$ cat config.mk
export PLATFORM = sky130hd
export DESIGN_NAME = fifo_burst_reader
export DESIGN_NICKNAME = d
export VERILOG_FILES = /design/src/rtl/fifo_rd_pkg.sv /design/src/rtl/fifo_rd_skid.sv /design/src/rtl/fifo_burst_reader.sv
export SDC_FILE = /design/constraint.sdc
export NUM_CORES = 1
export LEC_CHECK = 0
export CORE_ASPECT_RATIO = 1.25
export CORE_MARGIN = 2
export CORE_UTILIZATION = 30
export DETAILED_ROUTE_END_ITERATION = 12
export HOLD_SLACK_MARGIN = 0.08
export MAX_ROUTING_LAYER = met4
export SETUP_SLACK_MARGIN = 0.3
export SLEW_MARGIN = 20
export SYNTH_ARGS = -nofsm -noshare
export SYNTH_HDL_FRONTEND = slang
export SYNTH_SLANG_ARGS = --single-unit
$ cat constraint.sdc
create_clock -name rclk -period 3.4 [get_ports rclk]
set_input_delay 0.85 -clock rclk [delete_from_list [all_inputs] [get_ports rclk]]
set_output_delay 0.85 -clock rclk [all_outputs]
set_load 0.05 [all_outputs]
$ cat src/rtl/fifo_rd_pkg.sv
// Shared types and constants for the FIFO burst reader.
// Optional timeout feature is controlled by the FIFO_RD_TIMEOUT_EN macro.
package fifo_rd_pkg;

    typedef enum logic [1:0] {
        IDLE  = 2'd0,
        BURST = 2'd1,
        DRAIN = 2'd2
    } state_e;

    localparam int BUF_DEPTH = 2;
    localparam int CNT_W     = $clog2(BUF_DEPTH + 1);

endpackage

$ cat src/rtl/fifo_rd_skid.sv
// Two-entry registered output buffer; the head entry drives the stream outputs.
// Push and pop in the same cycle keep the occupancy unchanged.
module fifo_rd_skid
    import fifo_rd_pkg::*;
#(
    parameter int DSIZE = 8
) (
    input  logic             clk,
    input  logic             rst,
    input  logic             push,
    input  logic [DSIZE-1:0] push_data,
    input  logic             push_last,
    output logic             out_valid,
    input  logic             out_ready,
    output logic [DSIZE-1:0] out_data,
    output logic             out_last,
    output logic [CNT_W-1:0] count
);

    typedef struct packed {
        logic [DSIZE-1:0] data;
        logic             last;
    } entry_t;

    entry_t           head_q, head_d;
    entry_t           tail_q, tail_d;
    entry_t           new_entry;
    logic [CNT_W-1:0] cnt_q, cnt_d;
    logic             pop;

    assign out_valid = (cnt_q != '0);
    assign out_data  = head_q.data;
    assign out_last  = head_q.last;
    assign count     = cnt_q;
    assign pop       = out_valid && out_ready;
    assign new_entry = '{data: push_data, last: push_last};

    // The producer never pushes while both entries are occupied.
    always_comb begin
        head_d = head_q;
        tail_d = tail_q;
        cnt_d  = cnt_q;
        case ({push, pop})
            2'b10: begin
                if (cnt_q == '0) head_d = new_entry;
                else             tail_d = new_entry;
                cnt_d = cnt_q + CNT_W'(1);
            end
            2'b01: begin
                head_d = tail_q;
                cnt_d  = cnt_q - CNT_W'(1);
            end
            2'b11: begin
                if (cnt_q == CNT_W'(1)) begin
                    head_d = new_entry;
                end else begin
                    head_d = tail_q;
                    tail_d = new_entry;
                end
            end
            default: ;
        endcase
    end

    always_ff @(posedge clk or posedge rst) begin
        if (rst) begin
            head_q <= '0;
            tail_q <= '0;
            cnt_q  <= '0;
        end else begin
            head_q <= head_d;
            tail_q <= tail_d;
            cnt_q  <= cnt_d;
        end
    end

endmodule

$ cat src/rtl/fifo_burst_reader.sv
// Drains N words from a show-ahead FIFO read port onto a valid/ready stream.
// Define FIFO_RD_TIMEOUT_EN to abort bursts that stall on an empty FIFO.
module fifo_burst_reader
    import fifo_rd_pkg::*;
#(
    parameter int DSIZE       = 8,
    parameter int LEN_W       = 8,
    parameter int TIMEOUT_CYC = 255
) (
    input  logic             rclk,
    input  logic             rrst,
    input  logic [DSIZE-1:0] fifo_rdata,
    input  logic             fifo_rempty,
    output logic             fifo_rinc,
    input  logic             req_valid,
    output logic             req_ready,
    input  logic [LEN_W-1:0] req_len,
    output logic             m_valid,
    input  logic             m_ready,
    output logic [DSIZE-1:0] m_data,
    output logic             m_last,
    output logic             busy,
    output logic             done,
    output logic             err,
    output state_e           dbg_state,
    output logic [CNT_W-1:0] dbg_buf_cnt
);

    // Stream handshake: a word transfers on a rising edge where m_valid and
    // m_ready are both high; m_data/m_last stay stable while m_valid waits.
    state_e           state_q, state_d;
    logic [LEN_W-1:0] rem_q, rem_d;
    logic             done_q, done_d;
    logic [CNT_W-1:0] buf_cnt;

    assign busy        = (state_q != IDLE);
    assign req_ready   = (state_q == IDLE);
    assign done        = done_q;
    assign dbg_state   = state_q;
    assign dbg_buf_cnt = buf_cnt;
    assign fifo_rinc   = (state_q == BURST) && !fifo_rempty
                         && (buf_cnt < CNT_W'(BUF_DEPTH)) && (rem_q != '0);

    fifo_rd_skid #(.DSIZE(DSIZE)) u_skid (
        .clk       (rclk),
        .rst       (rrst),
        .push      (fifo_rinc),
        .push_data (fifo_rdata),
        .push_last (rem_q == LEN_W'(1)),
        .out_valid (m_valid),
        .out_ready (m_ready),
        .out_data  (m_data),
        .out_last  (m_last),
        .count     (buf_cnt)
    );

`ifdef FIFO_RD_TIMEOUT_EN
    localparam int STALL_W = $clog2(TIMEOUT_CYC + 1);
    logic [STALL_W-1:0] stall_q, stall_d;
    logic               abort_q, abort_d;
    logic               err_q, err_d;
    logic               timeout_hit;

    // Any cycle that is not an empty-stall in BURST clears the counter.
    always_comb begin
        stall_d     = '0;
        timeout_hit = 1'b0;
        if (state_q == BURST && rem_q != '0 && fifo_rempty) begin
            stall_d     = stall_q + STALL_W'(1);
            timeout_hit = (stall_q == STALL_W'(TIMEOUT_CYC - 1));
        end
    end

    assign err = err_q;
`else
    assign err = 1'b0;
`endif

    always_comb begin
        state_d = state_q;
        rem_d   = rem_q;
        done_d  = 1'b0;
`ifdef FIFO_RD_TIMEOUT_EN
        abort_d = abort_q;
        err_d   = 1'b0;
`endif
        unique case (state_q)
            IDLE: begin
                if (req_valid && req_ready) begin
                    if (req_len == '0) begin
                        done_d = 1'b1;
                    end else begin
                        rem_d   = req_len;
                        state_d = BURST;
                    end
                end
            end
            BURST: begin
                if (fifo_rinc) begin
                    rem_d = rem_q - LEN_W'(1);
                    if (rem_q == LEN_W'(1)) state_d = DRAIN;
                end
`ifdef FIFO_RD_TIMEOUT_EN
                if (timeout_hit) begin
                    rem_d   = '0;
                    state_d = DRAIN;
                    abort_d = 1'b1;
                end
`endif
            end
            DRAIN: begin
`ifdef FIFO_RD_TIMEOUT_EN
                // Aborted bursts carry no last-tagged word; finish once empty.
                if (abort_q) begin
                    if (buf_cnt == '0) begin
                        state_d = IDLE;
                        done_d  = 1'b1;
                        err_d   = 1'b1;
                        abort_d = 1'b0;
                    end
                end else
`endif
                if (m_valid && m_ready && m_last) begin
                    state_d = IDLE;
                    done_d  = 1'b1;
                end
            end
            default: state_d = IDLE;
        endcase
    end

    always_ff @(posedge rclk or posedge rrst) begin
        if (rrst) begin
            state_q <= IDLE;
            rem_q   <= '0;
            done_q  <= 1'b0;
`ifdef FIFO_RD_TIMEOUT_EN
            stall_q <= '0;
            abort_q <= 1'b0;
            err_q   <= 1'b0;
`endif
        end else begin
            state_q <= state_d;
            rem_q   <= rem_d;
            done_q  <= done_d;
`ifdef FIFO_RD_TIMEOUT_EN
            stall_q <= stall_d;
            abort_q <= abort_d;
            err_q   <= err_d;
`endif
        end
    end

endmodule

-- Yosys cells after proc, flatten, opt, wreduce, memory -nomap -nowiden
Index checks and enable logic that the tools add are counted.
- $add $sub $neg: 3
- $lt $le $gt $ge: 1
- eq/ne operators: 15
- muxes and demuxes: 21
- reductions and logical operators: 21
- operator list (kind ; number):
    9-bit 2-to-1 mux ; 4
    9-bit case mux with 3 select lines ; 1
    8-bit 2-to-1 mux ; 3
    9-bit case mux with 2 select lines ; 1
    8-bit case mux with 2 select lines ; 1
    2-bit 2-to-1 mux ; 5
    2-bit nonzero test ; 5
    8-bit by 1-bit equality test with 1-bit output, second input constant ; 1
    8-bit logical NOT ; 1
    2-bit by 1-bit != test with 1-bit output, second input constant ; 4
    2-bit != test, second input constant ; 4
    8-bit nonzero test ; 1
    8-bit by 1-bit subtractor with 8-bit output, second input constant ; 1
    2-bit by 1-bit equality test with 1-bit output, second input constant ; 3
    2-bit equality test, second input constant ; 3
    1-bit logical AND ; 6
    2-bit case mux with 3 select lines ; 1
    5-bit AND reduction ; 1
    2-bit logical NOT ; 2
    2-bit case mux with 2 select lines ; 1
    4-bit AND reduction ; 1
    1-bit 2-to-1 mux ; 3
    3-bit AND reduction ; 1
    3-bit nonzero test ; 1
    6 further kinds ; 6
- register bits after elaboration: 31
- input port bits: 21
- output and inout port bits: 19
- logic and storage cells: 69

-- Depth between registers and ports, before layout
Gate-level depths: netlist of the first run.
- depth in word-level cells: 7
- depth in mapped cells: 11
- depth with buffers taken out: 10

-- Modules after synthesis
Synthesis of the first run repeated with hierarchy kept, for this count alone.
- cell total of the unflattened synthesis: 181
- area total of the unflattened synthesis: 1854.3 µm²
- modules (own cells, without submodules) (module ; times used ; cells an instance ; area an instance (µm²) ; seq. area each (µm²)):
    fifo_rd_skid ; 1 ; 98 ; 1059.8 ; 500.5
    fifo_burst_reader ; 1 ; 83 ; 794.5 ; 275.3

-- Worst setup path before layout of the first run
No wires, ideal clock.
- path type: reg2reg
- start point: reg state_q[0] (netlist: dbg_state[0])
- end point: reg u_skid.tail_q[1] in the netlist's numbering
- library setup time: 125 ps
- arrival: 2756 ps
- data required time: 3275 ps
- path slack: 520 ps
- stages on the path, launching flop included: 10
- buffers on the path: 2
- clock period less this slack: 2880 ps
- path through: dfrtp_1 -> buf_2 -> nor2b_1 -> clkbuf_1 -> o311ai_4 -> inv_2 -> ha_1 -> nand2_1 -> o211ai_1 -> mux2_2
- cells in the longest elaborated chain, start to end: 7
- elaborated cells on any way between the ends: 11
- classes of those cells: eq/ne: 5; mux: 1; reduce/logical: 5
- ends and longest elaborated chain (item ; RTL line ; source):
    start: declaration ; fifo_burst_reader.sv:31 ; state_e state_q, state_d;
    start signal: assignment ; fifo_burst_reader.sv:143 ; state_q <= state_d;
    2-bit by 1-bit equality test with 1-bit output * ; fifo_burst_reader.sv:41 ; assign fifo_rinc = (state_q == BURST) && !fifo_rempty
    1-bit logical AND * ; fifo_burst_reader.sv:41 ;
    1-bit logical AND * (2 in series) ; fifo_burst_reader.sv:42 ; && (buf_cnt < CNT_W'(BUF_DEPTH)) && (rem_q != '0);
    named net fifo_rinc ; fifo_burst_reader.sv:14 ; output logic fifo_rinc,
    2-bit equality test ; fifo_rd_skid.sv:43 ; case ({push, pop})
    2-bit != test (no source line) or 2-bit nonzero test (tied branches) ; n/a ;
    3-bit AND reduction (no source line) ; n/a ;
    end signal: assignment ; fifo_rd_skid.sv:72 ; tail_q <= tail_d;
    end: declaration ; fifo_rd_skid.sv:26 ; entry_t tail_q, tail_d;
Mark *: on every way through the listed nets, which the timed path passes. The rest lies on a longest branch.
A chain may end at the register's enable or synchronous reset.

-- Worst setup path in the final report of the first run
- start point: in fifo_rempty
- end point: out fifo_rinc
- cells in the longest elaborated chain, start to end: 4
- ends and longest elaborated chain (item ; RTL line ; source):
    start: declaration ; fifo_burst_reader.sv:13 ; input logic fifo_rempty,
    1-bit logical NOT ; fifo_burst_reader.sv:41 ;
    1-bit logical AND ; fifo_burst_reader.sv:41 ;
    1-bit logical AND (2 in series) ; fifo_burst_reader.sv:42 ;
    end: declaration ; fifo_burst_reader.sv:14 ;
No other way between the ends.

==> qor.yml, run 1 <==
grt:
  grt_pass1_vias: 1412
  grt_start_max_net_pins: 32
  track_usage: 0.138
  grt-ovfl-total: 0
  antenna_found_initial: 0
  grt_pass1_wl_um: 6640
setup_path:
  end_kind: "output port"
  max_stage_delay_ps: 400
  cp.required_ps: 2550
  crit_chain: "clkdlybuf4s50_1 > nor2_1 > o311ai_4 > inv_2 > buf_4 > buf_12"
  worstRegToRegCells: 8
  worstSetupPathType: "input pin to output port"
  r2r-start: "rem_q[4]"
  worstPathArrival_ps: 2120
  path_max_fanout: 5
  start_kind: "input pin"
  r2r_slack_ps: 650
  slowest_stage: "clkdlybuf4s50_1"
  reg2reg_to: "u_skid.out_data[3]"
cells_and_area:
  layout.nets: 238
  layout.cells.non_filler: 275
  drive_gt1_frac: 0.199
  regArea_um2: 776
  nFillCells: 546
  n_antenna_cell: 0
  mostFrequentLayoutCell: "clkdlybuf4s50_1"
  area.growth.synth_to_final_pct: 36.1
  fin_util: 0.429
  multi_input_area_um2: 872
  layout_common_cells: "37 x clkdlybuf4s50_1, 31 x dfrtp_1, 17 x mux2_2, 11 x inv_1, 10 x a22o_1"
cts:
  clockRootBuffer: "clkbuf_8"
  ctsResizeCount: 0
  cts_made_buffers: 5
  numClockSinks: 31
  postCtsHoldBufs: 0
  path_clk_slew_ps: 70
  cts_tree: "done"
  clock_path_buffers: 2
  htree_num_levels: 2
  post_cts_buffers: 0
  clock_latency_ps: 280
drt:
  drt_iter0_drc: 53
  wirelength_um: 4110
  ant_nets: 0
  drt-wirelength-per-cell_um: 14.9
  viasPerCell: 5.18
  vias: 1425
  drc: 0
  firstDrtPassIters: 4
pwr:
  p_leak_nw: 0.991
  power_density_nw_per_um2: 892
  ir_drop_mv: 0.469
timing:
  fmax_mhz: 337
  hold_viol: 0
  setup_viol: 0
  worst_clock_skew_ps: 6.86
  final_max_slew_viol_count: 0
  setup_tns_ps: 0
  worst_slew_pin_slew_ps: 595
  hold_ws_ps: 504
  layout_setup_ws_ps: 433
  finalCriticalPeriod_ps: 2970
  relSlewSlack: 0.599
  fin_crit_sh: 0.873
  rsz0062_at_grt: "no"
placed_design:
  dp_cells: 264
  place_ws_ps: 243
  dp_hpwl_um: 3040
  io_buffer_count: 38
  gp_congestion: 0.866
synthesis:
  avgSynthCellArea_um2: 10.6
  synth_top_area_share: 0.450
  ys_async_sr_fraction: 1.00
  synth-seq-cells: 31
  ys_types: 43
  synth_area_leaders: "dfrtp_1 45%, mux2_2 11%, a22o_1 5.1%"
  syn-num-nets: 191
  yosysWarnings: 0
  synthFlopType: "dfrtp_1"
  yosysTopAreaCell: "dfrtp_1"
  synth-seq-area-share: 0.450
  synth_edf_count: 0
  netlist_instances: 163
  netlist_area_um2: 1730
outcome:
  status: "complete, no violations"
hold_path:
  min_path_type: "flop to flop"
  holdPathEnd: "u_skid.tail_q[0]"
  hold_path_startpoint: "u_skid.tail_q[0]"
  holdPathStages: 2
flow_run:
  maxCapViolCount: 0
floorplanning:
  dieArea_um2: 6380
  start_util: 0.315
  row_count: 30
  die_h_um: 88.8
  io_pins: 40
  core_area_um2: 5480
  die_w_um: 71.8
[critical path: cells and delay by family]
kind,cells,cell delay (ps)
AO/OA/AOI/OAI,1,200
buffers and inverters,4,810
AND/OR/NAND/NOR,1,250
[metal layers]
layer | routed length [um] | part of all wire | GRT usage | vias to the layer above
met1 | 1860 | 0.45 | 0.169 | 705
met5 | 0 | 0 | - | -
met3 | 146 | 0.036 | 0.0251 | 4
met4 | 29 | 0.0071 | 0.0463 | 0
met2 | 2080 | 0.51 | 0.228 | 28
li1 | - | - | - | 688
[synth_stat cells, drive strengths merged, types with 3 or more instances]
master   instances
nor3             3
buf              4
o21ai            7
nand3            4
clkbuf           3
mux2            17
nor4             4
nand2            8
a21oi            9
ha               7
o2bb2ai          3
nor2b            3
inv             12
dfrtp           31
nor2             9
a22o            10
[flip-flops by register name, summed over array words and instances, names as in the netlist]
| signal | cells |
|---|---|
| dbg_state | 2 |
| done | 1 |
| rem_q | 8 |
| u_skid.count | 2 |
| u_skid.out_data | 8 |
| u_skid.out_last | 1 |
| u_skid.tail_q | 9 |
[logic make-up after synthesis]
kind of cell             Yosys count  share of synthesized area
AO/OA/AOI/OAI                     46                      0.210
AND/OR/NAND/NOR                   40                      0.122
flip-flops                        31                      0.450
buffers and inverters             19                     0.0450
multiplexers                      17                      0.111
adder cells (fa/ha/maj)            7                     0.0508
XOR/XNOR                           2                     0.0102
other                              1                    0.00217
[power by group]
group          switching (mW)  internal (mW)
Clock                   0.138          0.237
Combinational           0.593          0.464
Sequential              0.136          0.528
Total                   0.867           1.23
[final cells by class]
type / instances / area share
multi-input combinational: 113 / 0.371
sequential: 31 / 0.330
timing repair buffer: 47 / 0.195
clock buffer: 6 / 0.0352
tap: 64 / 0.0341
inverter: 12 / 0.0192
clock inverter: 2 / 0.0149
[per-stage QoR]
step / total power [mW] / area [um2]
2_1_floorplan: 1.38 / 1730
3_3_place_gp: 1.70 / 2210
3_5_place_dp: 1.71 / 2210
4_1_cts: 2.10 / 2330
5_1_grt: 2.22 / 2350
6_report: 2.09 / 2350
[how the worst max path moves through the flow]
stage                 startpoint               end  slack (ps)
finish               fifo_rempty         fifo_rinc         430
global route         fifo_rempty         fifo_rinc         380
CTS                     rem_q[4]  u_skid.tail_q[7]         310
detailed placement   fifo_rempty  u_skid.tail_q[3]         240
global placement     fifo_rempty  u_skid.tail_q[3]         280
floorplan           dbg_state[0]  u_skid.tail_q[1]         520
(Power assumes the default switching activity.)
==> run 2, diff against run 1 <==
- SYNTH_HIERARCHICAL: default -> 1
==> qor.yml, run 2 <==
outcome:
  status: "complete, no violations"
synthesis:
  synth-seq-cells: 31
  avgSynthCellArea_um2: 10.2
  netlist_instances: 181
  synth_edf_count: 0
  synth-seq-area-share: 0.418
  ys_types: 47
  synth_common_cells: "31 x dfrtp_1, 15 x nor2_1, 12 x nand3_1, 12 x o21ai_0, 11 x inv_1"
  syn-num-nets: 212
  synthFlopType: "dfrtp_1"
  synth_top_area_share: 0.418
  yosysTopAreaCell: "dfrtp_1"
  synth.most_common_cell: "dfrtp_1"
  synth_area_leaders: "dfrtp_1 42%, mux2_4 7.3%, ha_1 6.7%"
  yosysWarnings: 6
  ys_async_sr_fraction: 1.00
  netlist_area_um2: 1850
placed_design:
  dp_hpwl_um: 3330
  place_ws_ps: 195
  io_buffer_count: 38
  gp_congestion: 0.836
  dp_cells: 301
drt:
  drc: 0
  viasPerCell: 5.08
  vias: 1570
  drt-wirelength-per-cell_um: 14.7
  wirelength_um: 4530
  drt_iter0_drc: 73
  dr_wl_met2_um: 2140
  firstDrtPassIters: 4
  ant_nets: 0
  met1_length_um: 2080
  top_layer: "met4"
  wl_met3_um: 230
timing:
  fin_crit_sh: 0.879
  fmax_mhz: 335
  worst_clock_skew_ps: 11.3
  hold_viol: 0
  relSlewSlack: 0.470
  setup_viol: 0
  rsz0062_at_grt: "no"
  layout_setup_ws_ps: 411
  final_max_slew_viol_count: 0
  finalCriticalPeriod_ps: 2990
  worst_slew_pin_slew_ps: 795
  setup_tns_ps: 0
setup_path:
  max_stage_delay_ps: 510
  path_max_fanout: 6
  worstSetupPathType: "flop to output port"
  path_buf_inv: 4
  end_kind: "output port"
  slowest_stage: "or3b_2"
  worstPathArrival_ps: 2140
  crit_chain: "inv_2 > ha_1 > or3b_2 > o21ai_4 > inv_4 > buf_4 > buf_12"
  cp.required_ps: 2550
  start_kind: "flop"
  cp_top_family: "buffers and inverters"
floorplanning:
  io_pins: 40
  dieArea_um2: 6830
  die_w_um: 74.3
  row_count: 32
  start_util: 0.305
  die_h_um: 91.9
  core_area_um2: 6090
cells_and_area:
  mostFrequentLayoutCell: "clkdlybuf4s50_1"
  n_antenna_cell: 0
  fin_util: 0.398
  area.growth.synth_to_final_pct: 30.8
  largest_register_ffs: 9
  layout.nets: 255
  layout.cells.non_filler: 309
  drive_gt1_frac: 0.161
  largest-register: "u_skid/tail_q"
  layout_common_cells: "36 x clkdlybuf4s50_1, 31 x dfrtp_1, 15 x nor2_1, 12 x nand3_1, 12 x o21ai_0"
cts:
  htree_num_levels: 2
  clockRootBuffer: "clkbuf_8"
  clock_path_buffers: 2
  cts_tree: "done"
  clock_latency_ps: 280
  cts_made_buffers: 5
  path_clk_slew_ps: 70
  numClockSinks: 31
grt:
  grt_start_max_net_pins: 21
  track_usage: 0.147
  grt_pass1_vias: 1501
  grt-ovfl-total: 0
  grt_pass1_wl_um: 7530
  antenna_found_initial: 0
pwr:
  power_density_nw_per_um2: 938
  ir_drop_mv: 0.498
  power.total_mw: 2.28
  p_leak_nw: 1.04
hold_path:
  min_path_type: "flop to flop"
flow_run:
  maxCapViolCount: 0
-- run 2: cell count changes after synthesis, sizes merged, moves of 3 or more --
| cell | change |
|---|---|
| nor2 | +7 |
| o21ai | +9 |
| or4 | +4 |
| nor2b | +3 |
| a22o | -10 |
| a31oi | +8 |
| a21oi | -6 |
| o2bb2ai | -3 |
| mux2 | -6 |
| nand3 | +8 |
| ha | +3 |
| nor3 | +3 |
| o211ai | +3 |
-- run 2: power breakdown --
group / internal (mW) / switching (mW)
registers: 0.537 / 0.153
logic: 0.531 / 0.760
clock network: 0.159 / 0.136
-- run 2: layer usage --
layer / track usage / vias to the layer above
met4: 0.0551 / 0
met1: 0.195 / 766
met2: 0.219 / 48
met5: - / -
met3: 0.0308 / 7
li1: - / 749
-- run 2: cell type report --
class / instances / area [um2]
Tap cell: 85 / 106
Fill cell: 626 / 3660
Inverter: 12 / 47.5
Clock inverter: 1 / 5.00
Sequential cell: 31 / 776
Clock buffer: 6 / 82.6
Timing Repair Buffer: 41 / 415
Multi-Input combinational cell: 133 / 992
-- run 2: what timing repair did --
item,4_1_cts,5_1_grt
setup endpoints to repair,1,1
hold endpoints to repair,0,0
pin swaps,1,1
setup buffers,0,1
resized for setup,0,3
hold buffers,0,0
-- run 2: path summary, 6_finish.rpt --
| path | from | end | slack, ps | cells after the start |
|---|---|---|---|---|
| hold / removal | u_skid/tail_q[1] | u_skid/tail_q[1] | 520 | 1 |
| setup / recovery | rem_q[0] | fifo_rinc | 410 | 7 |
| max in group asynchronous | rrst | u_skid/count[1] | 1840 | 2 |
| hold reg to reg | u_skid/tail_q[1] | u_skid/tail_q[1] | 520 | 1 |
| min in group asynchronous | rrst | rem_q[7] | 900 | 2 |
| setup reg to reg | rem_q[0] | u_skid/tail_q[2] | 500 | 9 |
-- run 2: logic make-up (layout without fill, tap and decap cells) --
group,count (synthesis),after routing,synth area share
xor gates and xnor gates,1,1,0.00472
AOI/OAI and AO/OA,47,47,0.182
muxes,11,11,0.0850
other,1,1,0.00202
DFF,31,31,0.418
buffers and inverters,17,60,0.0466
adders and majority gates,10,10,0.0675
and+or+nand+nor,63,63,0.194
-- run 2: stage by stage --
step | hold WS (ps) | area [um2]
2_1_floorplan | 475 | 1850
3_3_place_gp | 490 | 2330
3_5_place_dp | 492 | 2330
4_1_cts | 511 | 2410
5_1_grt | 535 | 2420
6_report | 517 | 2420
